===== src/rtl/i2s_audio_rx.sv =====
// Philips-format I2S receiver: synchronizes external BCK/LRCK/DATA into clk_sys,
// assembles left/right slots and presents each completed pair as a one-cycle strobe.
module i2s_audio_rx #(
    parameter int AUDIO_DW = 16,
    parameter int TIMEOUT  = 1024
) (
    input  logic                clk_sys,
    input  logic                reset_n,
    input  logic                i2s_bck,
    input  logic                i2s_lrck,
    input  logic                i2s_data,
    output logic [AUDIO_DW-1:0] sample_l,
    output logic [AUDIO_DW-1:0] sample_r,
    output logic                sample_valid,
    output logic                frame_err,
    output logic                locked
);
    localparam int TW = $clog2(TIMEOUT + 1);

    typedef enum logic [1:0] {
        WAIT_SYNC = 2'd0,
        LEFT      = 2'd1,
        RIGHT     = 2'd2
    } state_t;

    // Strobe semantics: sample_valid is high for exactly one clk_sys cycle per pair;
    // there is no back-pressure, and sample_l/sample_r stay stable until the next strobe.

    logic [2:0]          bck_sync;
    logic [1:0]          lr_sync;
    logic [1:0]          d_sync;
    logic                rise;
    logic                lr;
    logic                d;
    logic                boundary;

    state_t              state, state_n;
    logic                lr_q, lr_q_n;
    logic [5:0]          bitcnt, bitcnt_n;
    logic [AUDIO_DW-1:0] shreg, shreg_n;
    logic [AUDIO_DW-1:0] hold_l, hold_l_n;
    logic                short_l, short_l_n;
    logic [AUDIO_DW-1:0] sample_l_n, sample_r_n;
    logic                valid_n, err_n, locked_n;
    logic [TW-1:0]       tcnt;

    logic [5:0]          pos;
    logic [AUDIO_DW-1:0] bit_word;
    logic [AUDIO_DW-1:0] slot_word;
    logic [6:0]          cnt_plus;
    logic                slot_short;

    assign rise     = bck_sync[1] & ~bck_sync[2];
    assign lr       = lr_sync[1];
    assign d        = d_sync[1];
    assign boundary = (lr != lr_q);

    // Slot contents including the bit on the current rise, left-justified.
    assign pos        = 6'(AUDIO_DW - 1) - bitcnt;
    assign bit_word   = {{(AUDIO_DW-1){1'b0}}, d} << pos;
    assign slot_word  = (bitcnt < 6'(AUDIO_DW)) ? (shreg | bit_word) : shreg;
    assign cnt_plus   = {1'b0, bitcnt} + 7'd1;
    assign slot_short = (cnt_plus < 7'(AUDIO_DW));

    always_comb begin
        state_n    = state;
        lr_q_n     = lr_q;
        bitcnt_n   = bitcnt;
        shreg_n    = shreg;
        hold_l_n   = hold_l;
        short_l_n  = short_l;
        sample_l_n = sample_l;
        sample_r_n = sample_r;
        valid_n    = 1'b0;
        err_n      = 1'b0;
        locked_n   = locked;

        if (rise) begin
            lr_q_n = lr;
            if (!boundary) begin
                shreg_n = slot_word;
                if (bitcnt != 6'd63) begin
                    bitcnt_n = bitcnt + 6'd1;
                end
            end else begin
                // The boundary rise carries the last bit of the slot that just ended.
                bitcnt_n = '0;
                shreg_n  = '0;
                case (state)
                    WAIT_SYNC: begin
                        if (!lr) begin
                            state_n = LEFT;
                        end
                    end
                    LEFT: begin
                        if (lr) begin
                            hold_l_n  = slot_word;
                            short_l_n = slot_short;
                            state_n   = RIGHT;
                        end
                    end
                    RIGHT: begin
                        if (!lr) begin
                            sample_l_n = hold_l;
                            sample_r_n = slot_word;
                            valid_n    = 1'b1;
                            err_n      = short_l | slot_short;
                            locked_n   = 1'b1;
                            state_n    = LEFT;
                        end
                    end
                    default: state_n = WAIT_SYNC;
                endcase
            end
        end else if (tcnt == TW'(TIMEOUT)) begin
            locked_n = 1'b0;
            state_n  = WAIT_SYNC;
        end
    end

    always_ff @(posedge clk_sys) begin
        if (!reset_n) begin
            bck_sync     <= '0;
            lr_sync      <= '0;
            d_sync       <= '0;
            state        <= WAIT_SYNC;
            lr_q         <= 1'b0;
            bitcnt       <= '0;
            shreg        <= '0;
            hold_l       <= '0;
            short_l      <= 1'b0;
            sample_l     <= '0;
            sample_r     <= '0;
            sample_valid <= 1'b0;
            frame_err    <= 1'b0;
            locked       <= 1'b0;
            tcnt         <= '0;
        end else begin
            bck_sync     <= {bck_sync[1:0], i2s_bck};
            lr_sync      <= {lr_sync[0], i2s_lrck};
            d_sync       <= {d_sync[0], i2s_data};
            state        <= state_n;
            lr_q         <= lr_q_n;
            bitcnt       <= bitcnt_n;
            shreg        <= shreg_n;
            hold_l       <= hold_l_n;
            short_l      <= short_l_n;
            sample_l     <= sample_l_n;
            sample_r     <= sample_r_n;
            sample_valid <= valid_n;
            frame_err    <= err_n;
            locked       <= locked_n;
            if (rise) begin
                tcnt <= '0;
            end else if (tcnt != TW'(TIMEOUT)) begin
                tcnt <= tcnt + TW'(1);
            end
        end
    end

endmodule


===== config.mk =====
export PLATFORM = sky130hd
export DESIGN_NAME = i2s_audio_rx
export DESIGN_NICKNAME = d
export VERILOG_FILES = /design/src/rtl/i2s_audio_rx.sv
export SDC_FILE = /design/constraint.sdc
export NUM_CORES = 1
export LEC_CHECK = 0
export BUFFER_PORTS_ARGS = -buffer_cell sky130_fd_sc_hd__buf_2
export CAP_MARGIN = 30
export CORE_ASPECT_RATIO = 0.9
export CORE_MARGIN = 1.5
export CORE_UTILIZATION = 62
export DETAILED_ROUTE_END_ITERATION = 10
export PLACE_DENSITY = 0.93
export SLEW_MARGIN = 20
export SYNTH_ARGS = -nofsm -noshare
export SYNTH_HDL_FRONTEND = slang
export SYNTH_SLANG_ARGS = --single-unit

===== constraint.sdc =====
create_clock -name clk_sys -period 3.39 [get_ports clk_sys]
set_input_delay 0.339 -clock clk_sys [delete_from_list [all_inputs] [get_ports clk_sys]]
set_output_delay 0.339 -clock clk_sys [all_outputs]
set_load 0.01 [all_outputs]

# Word-level counts from Yosys, hierarchy flattened
# Cells that the tools add are included.
[totals]
regBits = 95
input_bits = 5
out_inout_bits = 35
elab_cells = 70
[classes]
n_addsub = 4
n_lt_le_gt_ge = 2
eq_ne = 11
shift = 1
muxes = 16
bitwise = 9
n_reduce_logical = 12
[ops]
columns = ["op", "count"]
rows = [
  ["16-bit two-way mux", 2],
  ["4-bit AND reduction", 5],
  ["16-bit bitwise OR", 1],
  ["1-bit by 6-bit << shifter with 16-bit output", 1],
  ["6-bit two-way mux", 2],
  ["11-bit by 1-bit adder with 11-bit output, second input constant", 1],
  ["11-bit == test, second input constant", 1],
  ["11-bit inequality test, second input constant", 1],
  ["2-bit two-way mux", 5],
  ["6-bit by 1-bit adder with 7-bit output, second input constant", 1],
  ["7-bit by 5-bit < comparator with 1-bit output, second input constant", 1],
  ["6-bit by 1-bit adder with 6-bit output, second input constant", 1],
  ["6-bit by 5-bit < comparator with 1-bit output, second input constant", 1],
  ["1-bit two-way mux", 6],
  ["3-bit inequality test, second input constant", 2],
  ["6-bit inequality test, second input constant", 1],
  ["1-bit NOT", 6],
  ["4-bit by 6-bit subtractor with 6-bit output, first input constant", 1],
  ["5-bit OR reduction", 1],
  ["2-bit by 1-bit inequality test with 1-bit output, second input constant", 2],
  ["2-bit case mux with 2 select lines", 1],
  ["2-bit nonzero test", 2],
  ["2-bit OR reduction", 2],
  ["2-bit by 1-bit == test with 1-bit output, second input constant", 1],
  ["7 further kinds", 7],
]

# Depth between registers and ports, before layout
# Gate-level depths: netlist of run 1.
[depth]
word_depth = 5
mapped_depth = 8
mapped_depth_nobuf = 6

# Least setup slack after synthesis of run 1
# OpenSTA, ideal clock, no wires.
[synth_timing]
kind = "register -> register"
startpoint = "register bitcnt[4]"
endpoint = "register shreg[13]"
setup_ns = 0.079
arrival_ns = 1.919
required_time_ns = 3.311
path_slack_ns = 1.392
path_stages_with_launch = 7
n_path_buf = 1
period_less_slack_ns = 1.998
path_cell_list = "dfxtp_1 > clkbuf_1 > inv_1 > ha_1 > nor4bb_1 > a21oi_1 > nor3_1"
[synth_via]
elab_chain_len = 5
elab_cells_between_ends = 6
classes_between = "add/sub: 1; order compare: 1; shift: 1; mux: 2; bitwise: 1"
[synth_lines]
columns = ["element", "line_no", "source"]
rows = [
  ["start, declared", "39", "logic [5:0] bitcnt, bitcnt_n;"],
  ["start signal, assigned", "144", "bitcnt <= bitcnt_n;"],
  ["4-bit by 6-bit subtractor with 6-bit output", "59", "assign pos = 6'(AUDIO_DW - 1) - bitcnt;"],
  ["1-bit by 6-bit << shifter with 16-bit output", "60", "assign bit_word = {{(AUDIO_DW-1){1'b0}}, d} << pos;"],
  ["16-bit bitwise OR", "61", "assign slot_word = (bitcnt < 6'(AUDIO_DW)) ? (shreg | bit_word) : shreg;"],
  ["16-bit two-way mux *", "61", ""],
  ["16-bit two-way mux *", "80", "if (!boundary) begin"],
  ["end signal, assigned", "145", "shreg <= shreg_n;"],
  ["end, declared", "40", "logic [AUDIO_DW-1:0] shreg, shreg_n;"],
]
# Every way passes the cells marked *; elsewhere a longest branch is shown, timed or not.
# A chain may end at the register's enable or synchronous reset.

# Worst setup path after layout of run 1
[layout_timing]
startpoint = "register bitcnt[4]"
endpoint = "register shreg[11]"
# Same word-level chain as after synthesis.

==> qor.csv, run 1 <==
metric,value,unit
status,finished clean,
synth-edff-count,0,
finalHoldViolCount,0,
core_area,5725,µm²
drive_above_1_share,14.83,%
grt_pass1_wl,12740,µm
end_kind,flip-flop,
clock_latency,370,ps
cts_resized,0,
fin_util,71.50,%
wl_per_cell,14.59,µm
io_buffers,39,
crit_type,flip-flop to flip-flop,
multi_input_area,1649,µm²
detail_route.wirelength,7512,µm
die_w,84.43,µm
grt_pass1_vias,2847,
cellLeakagePower,0.001679,µW
ys_ff_latch,95,
ff_latch_area,1902,µm²
fmax,438.0,MHz
io_pins,40,
synth_cell_types,45,
dr.first_iter.drc_count,212,
path_clk_slew,100,ps
power.density,461.7,nW/µm²
synthFlopType,dfxtp_1,
ys_seq_area_share,51.40,%
cp.required,3670,ps
routabilityCongestion,0.8396,
cts_sinks,95,
cts_tree,built,
nNetsFinal,450,
synth.net_count,421,
avgSynthCellArea,9.002,µm²
fillers,424,
startpoint_type,flip-flop,
hpwl,4949,µm
fin_crit_sh,67.36,%
start_util,64.62,%
tightest_slew,762.4,ps
final_max_slew_viol_count,0,
rsz0062_at_grt,false,
ant_nets,0,
dr.pass1.iters,5,
max-cap-violations,0,
synth_top_area_cell,dfxtp_1,
rows,26,
crit_fanout,11,
grt_usage,24.55,%
netlist_area,3700,µm²
slowest_delay,580,ps
peakVddDrop,354.1,µV
cp_cell_sequence,inv_1 > ha_1 > nor2b_1 > nor3b_1 > a21oi_1 > nor3_1,
numCtsBuffers,9,
postCtsSetupBuffers,0,
gr-total-overflow,0,
antenna_found_initial,0,
cts_hold_buf,0,
max-clock-path-buffers,2,
hold_ws,178.4,ps
fin_tns_setup,0,ps
antennaDiodeCount,0,
die_h,76.29,µm
cp_data_arrival_time,2560,ps
cts_root_buffer,clkbuf_8,
yosysWarnings,0,
area_growth,10.65,%
synth_top_area_share,51.40,%
fp.dieArea,6440,µm²
period_needed,2283,ps
final-setup-viol-count,0,
slowest_stage,nor3b_1,
drc,0,
synth_area_leaders,"dfxtp_1, a21oi_1, nand2_1",
async_reset_ff_share,0,%
synthCells,411,
finalClockSkew,11.89,ps
slew_headroom,48.48,%
finalPower,1890,µW
htree_levels,3,
grt_max_degree,72,
via_per_inst,5.837,
min_path_type,input pin to flip-flop,
dr_total_vias,3006,
where the power goes:
part / total, µW / leakage (µW) / switching [µW] / internal (µW)
clock network: 709 / 0.0000924 / 425 / 284
logic: 51.6 / 0.000820 / 32.7 / 18.9
registers: 1130 / 0.000767 / 6.97 / 1120
total: 1890 / 0.00168 / 465 / 1430
Yosys cell counts, drive strengths merged (2+ instances only):
cell type  instances
dfxtp             95
nand2             53
a21oi             45
o21ai             30
nor2              28
a21boi            19
clkbuf            15
nor3              13
buf               11
and2              10
inv                9
nand3              9
o211a              9
xnor2              6
a31oi              5
ha                 5
nand4              5
nand2b             4
nor2b              4
nor4               4
and4b              3
mux2i              3
or3                3
xor2               3
and4               2
and4bb             2
nand4b             2
nor3b              2
nor4bb             2
layout by cell type (no fill, tap or decap), drive strengths merged, types with 2 or more instances in the layout:
cell type | Yosys | final
ha | 5 | 5
o21ai | 30 | 30
and2 | 10 | 10
mux2i | 3 | 3
nor4 | 4 | 4
a21oi | 45 | 45
buf | 11 | 43
and4b | 3 | 3
xor2 | 3 | 3
nand4b | 2 | 2
nand2 | 53 | 53
nor3b | 2 | 2
nor3 | 13 | 13
clkinv | 0 | 2
a31oi | 5 | 5
clkbuf | 15 | 10
nor2 | 28 | 28
xnor2 | 6 | 6
inv | 9 | 12
nand2b | 4 | 4
or3 | 3 | 3
nor4bb | 2 | 2
o211a | 9 | 9
dfxtp | 95 | 95
clkinvlp | 0 | 2
and4bb | 2 | 2
a21boi | 19 | 19
and4 | 2 | 2
nand4 | 5 | 5
nor2b | 4 | 4
nand3 | 9 | 9
sequential cells by signal (all words and copies together) (netlist names):
name          flops
lr_q              1
bitcnt            6
d_sync            2
short_l           1
frame_err         1
state             2
locked            1
lr_sync           2
sample_valid      1
sample_r         16
bck_sync          3
hold_l           16
tcnt             11
shreg            16
sample_l         16
stage by stage:
| step | cell area, µm² | setup WS (ps) | instances |
|---|---|---|---|
| finish | 4094 | 1107 | 515 |
| global route | 4094 | 926.8 | 515 |
| CTS | 4089 | 981.5 | 514 |
| detailed placement | 3897 | 1004 | 498 |
| global placement | 3897 | 1180 | 498 |
| floorplan | 3700 | 1392 | 411 |
final cells by class:
cell class	instances	area share, %
timing repair buffer	44	5.623
clock inverter	7	1.650
inverter	9	0.8252
clock buffer	9	3.026
multi-input combinational	281	40.28
tap	70	2.139
sequential	95	46.45
routing by layer:
| layer | vias up | global-route usage (%) | part of all wire [%] |
|---|---|---|---|
| met1 | 1414 | 29.45 | 43 |
| met4 | 0 | 9.839 | 2.4 |
| met2 | 86 | 40.72 | 50 |
| met3 | 18 | 8.126 | 4.9 |
| met5 | - | 0 | 0 |
| li1 | 1488 | - | - |
worst paths after layout:
check / from / to / slack [ps] / cells past startpoint
worst max register to register: bitcnt[4]$_SDFFE_PN0P_ / shreg[11]$_SDFFE_PN0P_ / 1110 / 6
worst min-delay path: i2s_bck / bck_sync[0]$_SDFF_PN0_ / 180 / 2
worst max-delay path: bitcnt[4]$_SDFFE_PN0P_ / shreg[11]$_SDFFE_PN0P_ / 1110 / 6
worst min register to register: d_sync[0]$_SDFF_PN0_ / d_sync[1]$_SDFF_PN0_ / 440 / 1
kinds of logic (layout without fill, tap and decap cells):
group	Yosys count	after routing	share of synthesized area, %
xor+xnor	9	9	2.334
mux	3	3	0.8117
fa+ha+maj	5	5	1.691
buf+inv	35	69	4.024
flops	95	95	51.40
simple gates	150	150	20.87
compound gates	114	114	18.87
worst max-delay path: cells and delay by family (launching register included):
| family | cells | cell delay, ps |
|---|---|---|
| AND/OR/NAND/NOR | 3 | 970 |
| flip-flops | 1 | 510 |
| adder cells (fa/ha/maj) | 1 | 350 |
| AO/OA/AOI/OAI | 1 | 240 |
| buffers and inverters | 1 | 130 |
No activity file was read; power rests on OpenSTA's default activity.
==> run 2, diff against run 1 <==
- ABC_AREA: not set -> 1
- CORE_UTILIZATION: 62 -> 52
- PLACE_DENSITY: 0.93 -> 0.83
- clock period: 3.39 -> 2 ns (I/O delays scaled with it)
==> qor.csv, run 2 <==
metric,value,unit,change
cts_resized,0,,unchanged
rsz0062_at_grt,false,,unchanged
fin_tns_setup,0,ps,unchanged
slew_headroom,70.46,%,was 48.48%
via_per_inst,5.089,,was 5.837
finalHoldViolCount,0,,unchanged
yosysMostFrequentCell,nand2_1,,was dfxtp_1
combPwrFrac,3.2,%,was 2.7%
routabilityCongestion,0.8252,,was 0.8396
power.density,741.3,nW/µm²,was 461.7 nW/µm²
fmax,549.2,MHz,was 438.0 MHz
intPower,2525,µW,was 1425 µW
placed_area,4238,µm²,was 3897 µm²
start_util,53.23,%,was 64.62%
gr-total-overflow,0,,unchanged
die_w,95.18,µm,was 84.43 µm
postCtsSetupBuffers,0,,unchanged
synthFlopType,dfxtp_1,,unchanged
grt_pass1_wl,14520,µm,was 12740 µm
fin_crit_sh,91.04,%,was 67.36%
final_area,4449,µm²,was 4094 µm²
synth_area_leaders,"dfxtp_1, nand2_1, inv_1",,"was dfxtp_1, a21oi_1, nand2_1"
cts_sinks,95,,unchanged
end_kind,flip-flop,,unchanged
drive_above_1_share,16.03,%,was 14.83%
io_buffers,39,,unchanged
drc,0,,unchanged
grt_pass1_vias,3222,,was 2847
tightest_slew,439.0,ps,was 762.4 ps
wl_per_cell,12.45,µm,was 14.59 µm
cp_data_arrival_time,2140,ps,was 2560 ps
numCtsBuffers,9,,unchanged
detail_route.wirelength,8415,µm,was 7512 µm
grt_max_degree,34,,was 72
crit_fanout,6,,was 11
place_inst,660,,was 498
synth.net_count,545,,was 421
cts_root_buffer,clkbuf_8,,unchanged
ys_seq_area_share,47.83,%,was 51.40%
antennaDiodeCount,0,,unchanged
p_switching,773.8,µW,was 465.1 µW
dr_total_vias,3440,,was 3006
rows,30,,was 26
period_needed,1821,ps,was 2283 ps
synth_top_area_share,47.83,%,was 51.40%
power.clock.fraction,38.6,%,was 37.5%
dr.pass1.iters,5,,unchanged
max-cap-violations,0,,unchanged
nNetsFinal,585,,was 450
startpoint_type,flip-flop,,unchanged
htree_levels,3,,unchanged
max-clock-path-buffers,2,,unchanged
p_seq_share,58.1,%,was 59.8%
fp.dieArea,8181,µm²,was 6440 µm²
async_reset_ff_share,0,%,unchanged
fin_ws,179.1,ps,was 1107 ps
io_pins,40,,unchanged
ant_nets,0,,unchanged
status,finished clean,,unchanged
switching_share,23.46,%,was 24.60%
netlist_area,3976,µm²,was 3700 µm²
finalClockSkew,11.39,ps,was 11.89 ps
crit_type,flip-flop to flip-flop,,unchanged
cts_hold_buf,0,,unchanged
yosys-top-cells-count,"nand2_1, dfxtp_1, inv_1, nor2_1, a21oi_1",,"was dfxtp_1, nand2_1, a21oi_1, o21ai_0, nor2_1"
core_area,7470,µm²,was 5725 µm²
path_clk_slew,90,ps,was 100 ps
ys_ff_latch,95,,unchanged
antenna_found_initial,0,,unchanged
layout_commonest_cell,nand2_1,,was dfxtp_1
synth_top_area_cell,dfxtp_1,,unchanged
fin_util,59.56,%,was 71.50%
peakVddDrop,547.9,µV,was 354.1 µV
dr.first_iter.drc_count,232,,was 212
clock_latency,370,ps,about the same
final-setup-viol-count,0,,unchanged
fin_cells,676,,was 515
final_max_slew_viol_count,0,,unchanged
cp.required,2320,ps,was 3670 ps
cts_tree,built,,unchanged
r2r_setup_slack,180,ps,was 1110 ps
min_path_type,input pin to flip-flop,,unchanged
area_growth,11.89,%,was 10.65%
grt_usage,22.62,%,was 24.55%
synth_cell_types,30,,was 45
cellLeakagePower,0.002038,µW,was 0.001679 µW
die_h,85.96,µm,was 76.29 µm
dp_slack,148.4,ps,was 1004 ps
synth-edff-count,0,,unchanged
yosysWarnings,0,,unchanged
avgSynthCellArea,7.432,µm²,was 9.002 µm²
hpwl,5880,µm,was 4949 µm
final_cell_mix,"nand2_1, dfxtp_1, inv_1, nor2_1, a21oi_1",,"was dfxtp_1, nand2_1, a21oi_1, buf_2, o21ai_0"
synthCells,535,,was 411
==> run 2: cell types whose count changed after synthesis, sizes merged, moves of 15 or more <==
cell and delta:
nand2 +47, o21ai +18, a21boi -19, inv +77, nand3 +15, nor2 +53, a21oi +15
==> run 2: path summary, 6_finish.rpt <==
| path | start | cells after the start | endpoint |
|---|---|---|---|
| min | i2s_lrck | 3 | lr_sync[0]$_SDFF_PN0_ |
| max reg2reg | bitcnt[4]$_SDFFE_PN0P_ | 9 | sample_r[4]$_SDFFE_PN0P_ |
| min reg2reg | bck_sync[0]$_SDFF_PN0_ | 2 | bck_sync[1]$_SDFF_PN0_ |
| max | bitcnt[4]$_SDFFE_PN0P_ | 9 | sample_r[4]$_SDFFE_PN0P_ |
==> run 2: cells by family (layout without fill, tap and decap cells) <==
kind of cell / Yosys count / after routing / share of synthesized area (%)
flops: 95 / 95 / 47.83
buf+inv: 105 / 150 / 11.49
fa+ha+maj: 5 / 5 / 1.573
xor+xnor: 3 / 3 / 0.6609
simple gates: 216 / 216 / 23.25
compound gates: 111 / 111 / 15.20
==> run 2: metrics by stage <==
stage / power, µW / hold WS [ps]
after floorplan: 2038 / 297.6
after global placement: 2064 / 379.7
after detailed placement: 2067 / 383.6
after CTS: 3325 / 0.8462
after global routing: 3412 / 16.88
final: 3298 / 12.69
==> run 2: cell type report <==
class,instances,area [µm²]
fillers,656,3020
flip-flops and latches,95,1902
multi-input cells,335,1633
inverters,86,322.8
repair buffers,48,275.3
clock buffers,10,127.6
well taps,96,120.1
clock inverters,6,68.82
==> run 2: power groups by stage <==
stage               Clock [µW]  Combinational (µW)  Sequential, µW
finish                    1270                 107            1920
floorplan                    0                79.7            1960
global placement             0                 103            1960
detailed placement           0                 106            1960
global route              1370                 123            1920
CTS                       1300                 106            1920
==> run 2: worst max-delay path, cell delays in order, from the launching register on <==
cell and delay (ps):
dfxtp_1 440, inv_1 120, ha_1 300, inv_1 50
nand2_1 100, nor4_1 360, nand2_1 170, nand3_1 140
nand2_1 60, inv_1 50
==> run 2: layer usage <==
metal  track usage, %  vias up  wire length [µm]
met5                0        -                 0
met4            11.26        0               257
met3            5.230       27               506
met2            34.17      117              3705
met1            30.22     1543              3946
li1                 -     1753                 -
==> run 3, diff against run 2 <==
- ABC_AREA: 1 -> not set
- CAP_MARGIN: 30 -> not set
- PLACE_DENSITY: 0.83 -> 0.84
==> qor.csv, run 3 (synthesis gave the netlist of run 1 again) <==
metric,value,unit,change
status,finished clean,,unchanged
grt_pass1_vias,2747,,was 3222
grt_usage,20.68,%,was 22.62%
drc,0,,unchanged
via_per_inst,5.472,,was 5.089
dr_total_vias,2982,,was 3440
tightest_slew,425.5,ps,was 439.0 ps
peakVddDrop,438.7,µV,was 547.9 µV
r2r-end,shreg[15]$_SDFFE_PN0P_,,was sample_r[4]$_SDFFE_PN0P_
timing.rr.start,bitcnt[5]$_SDFFE_PN0P_,,was bitcnt[4]$_SDFFE_PN0P_
dp_slack,214.8,ps,was 148.4 ps
antennaDiodeCount,0,,unchanged
reg2reg_depth,7,,was 9
die_h,83.02,µm,was 85.96 µm
htree_levels,3,,unchanged
cts_root_buffer,clkbuf_8,,unchanged
fin_tns_setup,0,ps,unchanged
cts_hold_buf,0,,unchanged
critPathLaunch,bitcnt[5]$_SDFFE_PN0P_,,was bitcnt[4]$_SDFFE_PN0P_
crit_end,shreg[15]$_SDFFE_PN0P_,,was sample_r[4]$_SDFFE_PN0P_
io_buffers,39,,unchanged
clock_latency,370,ps,about the same
postCtsSetupBuffers,0,,unchanged
rsz0062_at_grt,false,,unchanged
gr-total-overflow,0,,unchanged
area_growth,14.71,%,was 11.89%
power.density,773.9,nW/µm²,was 741.3 nW/µm²
hpwl,5120,µm,was 5880 µm
antenna_found_initial,0,,unchanged
final-setup-viol-count,0,,unchanged
final_max_slew_viol_count,0,,unchanged
max-cap-violations,0,,unchanged
fmax,550.7,MHz,was 549.2 MHz
cp.required,2300,ps,was 2320 ps
cts_resized,0,,unchanged
wl_per_cell,13.74,µm,was 12.45 µm
rows,28,,was 30
path_clk_slew,90,ps,about the same
end_kind,flip-flop,,unchanged
detail_route.wirelength,7489,µm,was 8415 µm
crit_type,flip-flop to flip-flop,,unchanged
startpoint_type,flip-flop,,unchanged
cp_data_arrival_time,2120,ps,was 2140 ps
cts_sinks,95,,unchanged
grt_max_degree,51,,was 34
min_path_type,input pin to flip-flop,,unchanged
cellLeakagePower,0.001743,µW,was 0.002038 µW
finalClockSkew,15.63,ps,was 11.39 ps
finalHoldViolCount,0,,unchanged
r2r_setup_slack,180,ps,about the same
max-clock-path-buffers,2,,unchanged
routabilityCongestion,0.8771,,was 0.8252
core_area,6726,µm²,was 7470 µm²
fp.dieArea,7631,µm²,was 8181 µm²
crit_fanout,6,,unchanged
io_pins,40,,unchanged
fin_crit_sh,90.79,%,was 91.04%
fillers,579,,was 656
period_needed,1816,ps,was 1821 ps
start_util,55.00,%,was 53.23%
layout_commonest_cell,dfxtp_1,,was nand2_1
dr.pass1.iters,4,,was 5
drive_above_1_share,16.48,%,was 16.03%
numCtsBuffers,9,,unchanged
final_cell_mix,"dfxtp_1, nand2_1, a21oi_1, buf_2, o21ai_0",,"was nand2_1, dfxtp_1, inv_1, nor2_1, a21oi_1"
nNetsFinal,460,,was 585
ant_nets,0,,unchanged
slew_headroom,71.24,%,was 70.46%
dr.first_iter.drc_count,235,,was 232
fin_ws,184.1,ps,was 179.1 ps
grt_pass1_wl,12710,µm,was 14520 µm
die_w,91.92,µm,was 95.18 µm
cts_tree,built,,unchanged
## run 3: final cells by class
class                           count  area (µm²)  area share [%]
Clock buffer                       10       127.6           3.007
Clock inverter                      6       73.82           1.739
Inverter                            9       33.78          0.7960
Multi-Input combinational cell    281        1649           38.86
Sequential cell                    95        1902           44.81
Tap cell                           90       112.6           2.653
Timing Repair Buffer               54       345.3           8.137
## run 3: stage by stage
| step | utilization (%) | hold slack [ps] | std cells | total power, µW | area (µm²) |
|---|---|---|---|---|---|
| floorplan | - | 327.3 | 411 | 2024 | 3700 |
| global placement | 60.10 | 404.7 | 529 | 2051 | 4043 |
| global route | 63.10 | 29.76 | 545 | 3423 | 4244 |
| CTS | 63.10 | 26.28 | 545 | 3325 | 4244 |
| finish | 63.10 | 42.33 | 545 | 3284 | 4244 |
| detailed placement | 60.10 | 411.5 | 529 | 2055 | 4043 |
## run 3: critical path, cell delays in order (launching register included)
cell	delay (ps)
dfxtp_1	430
inv_1	100
ha_1	310
nor2b_1	150
nor3b_1	280
buf_4	190
a21oi_1	120
nor3_1	170
## run 3: routing by layer
layer  global-route usage [%]  vias to the layer above  wire [µm]
li1                         -                     1509          -
met1                    26.44                     1397       3454
met2                    33.60                       68       3596
met3                    4.762                        8        334
met4                    8.392                        0        103
met5                        0                        -          0
## run 3: how the worst min path moves through the flow
stage,from,slack [ps],to,depth (start not counted)
4_1_cts,i2s_data,30,d_sync[0]$_SDFF_PN0_,2
2_1_floorplan,i2s_bck,330,bck_sync[0]$_SDFF_PN0_,1
6_report,i2s_data,40,d_sync[0]$_SDFF_PN0_,2
3_5_place_dp,i2s_data,410,d_sync[0]$_SDFF_PN0_,2
5_1_grt,i2s_bck,30,bck_sync[0]$_SDFF_PN0_,2
3_3_place_gp,i2s_bck,400,bck_sync[0]$_SDFF_PN0_,2
## run 3: power breakdown
group,switching (µW),internal (µW),total [µW]
registers,11.9,1900,1910
clock network,678,595,1270
logic,57.9,38.7,96.6
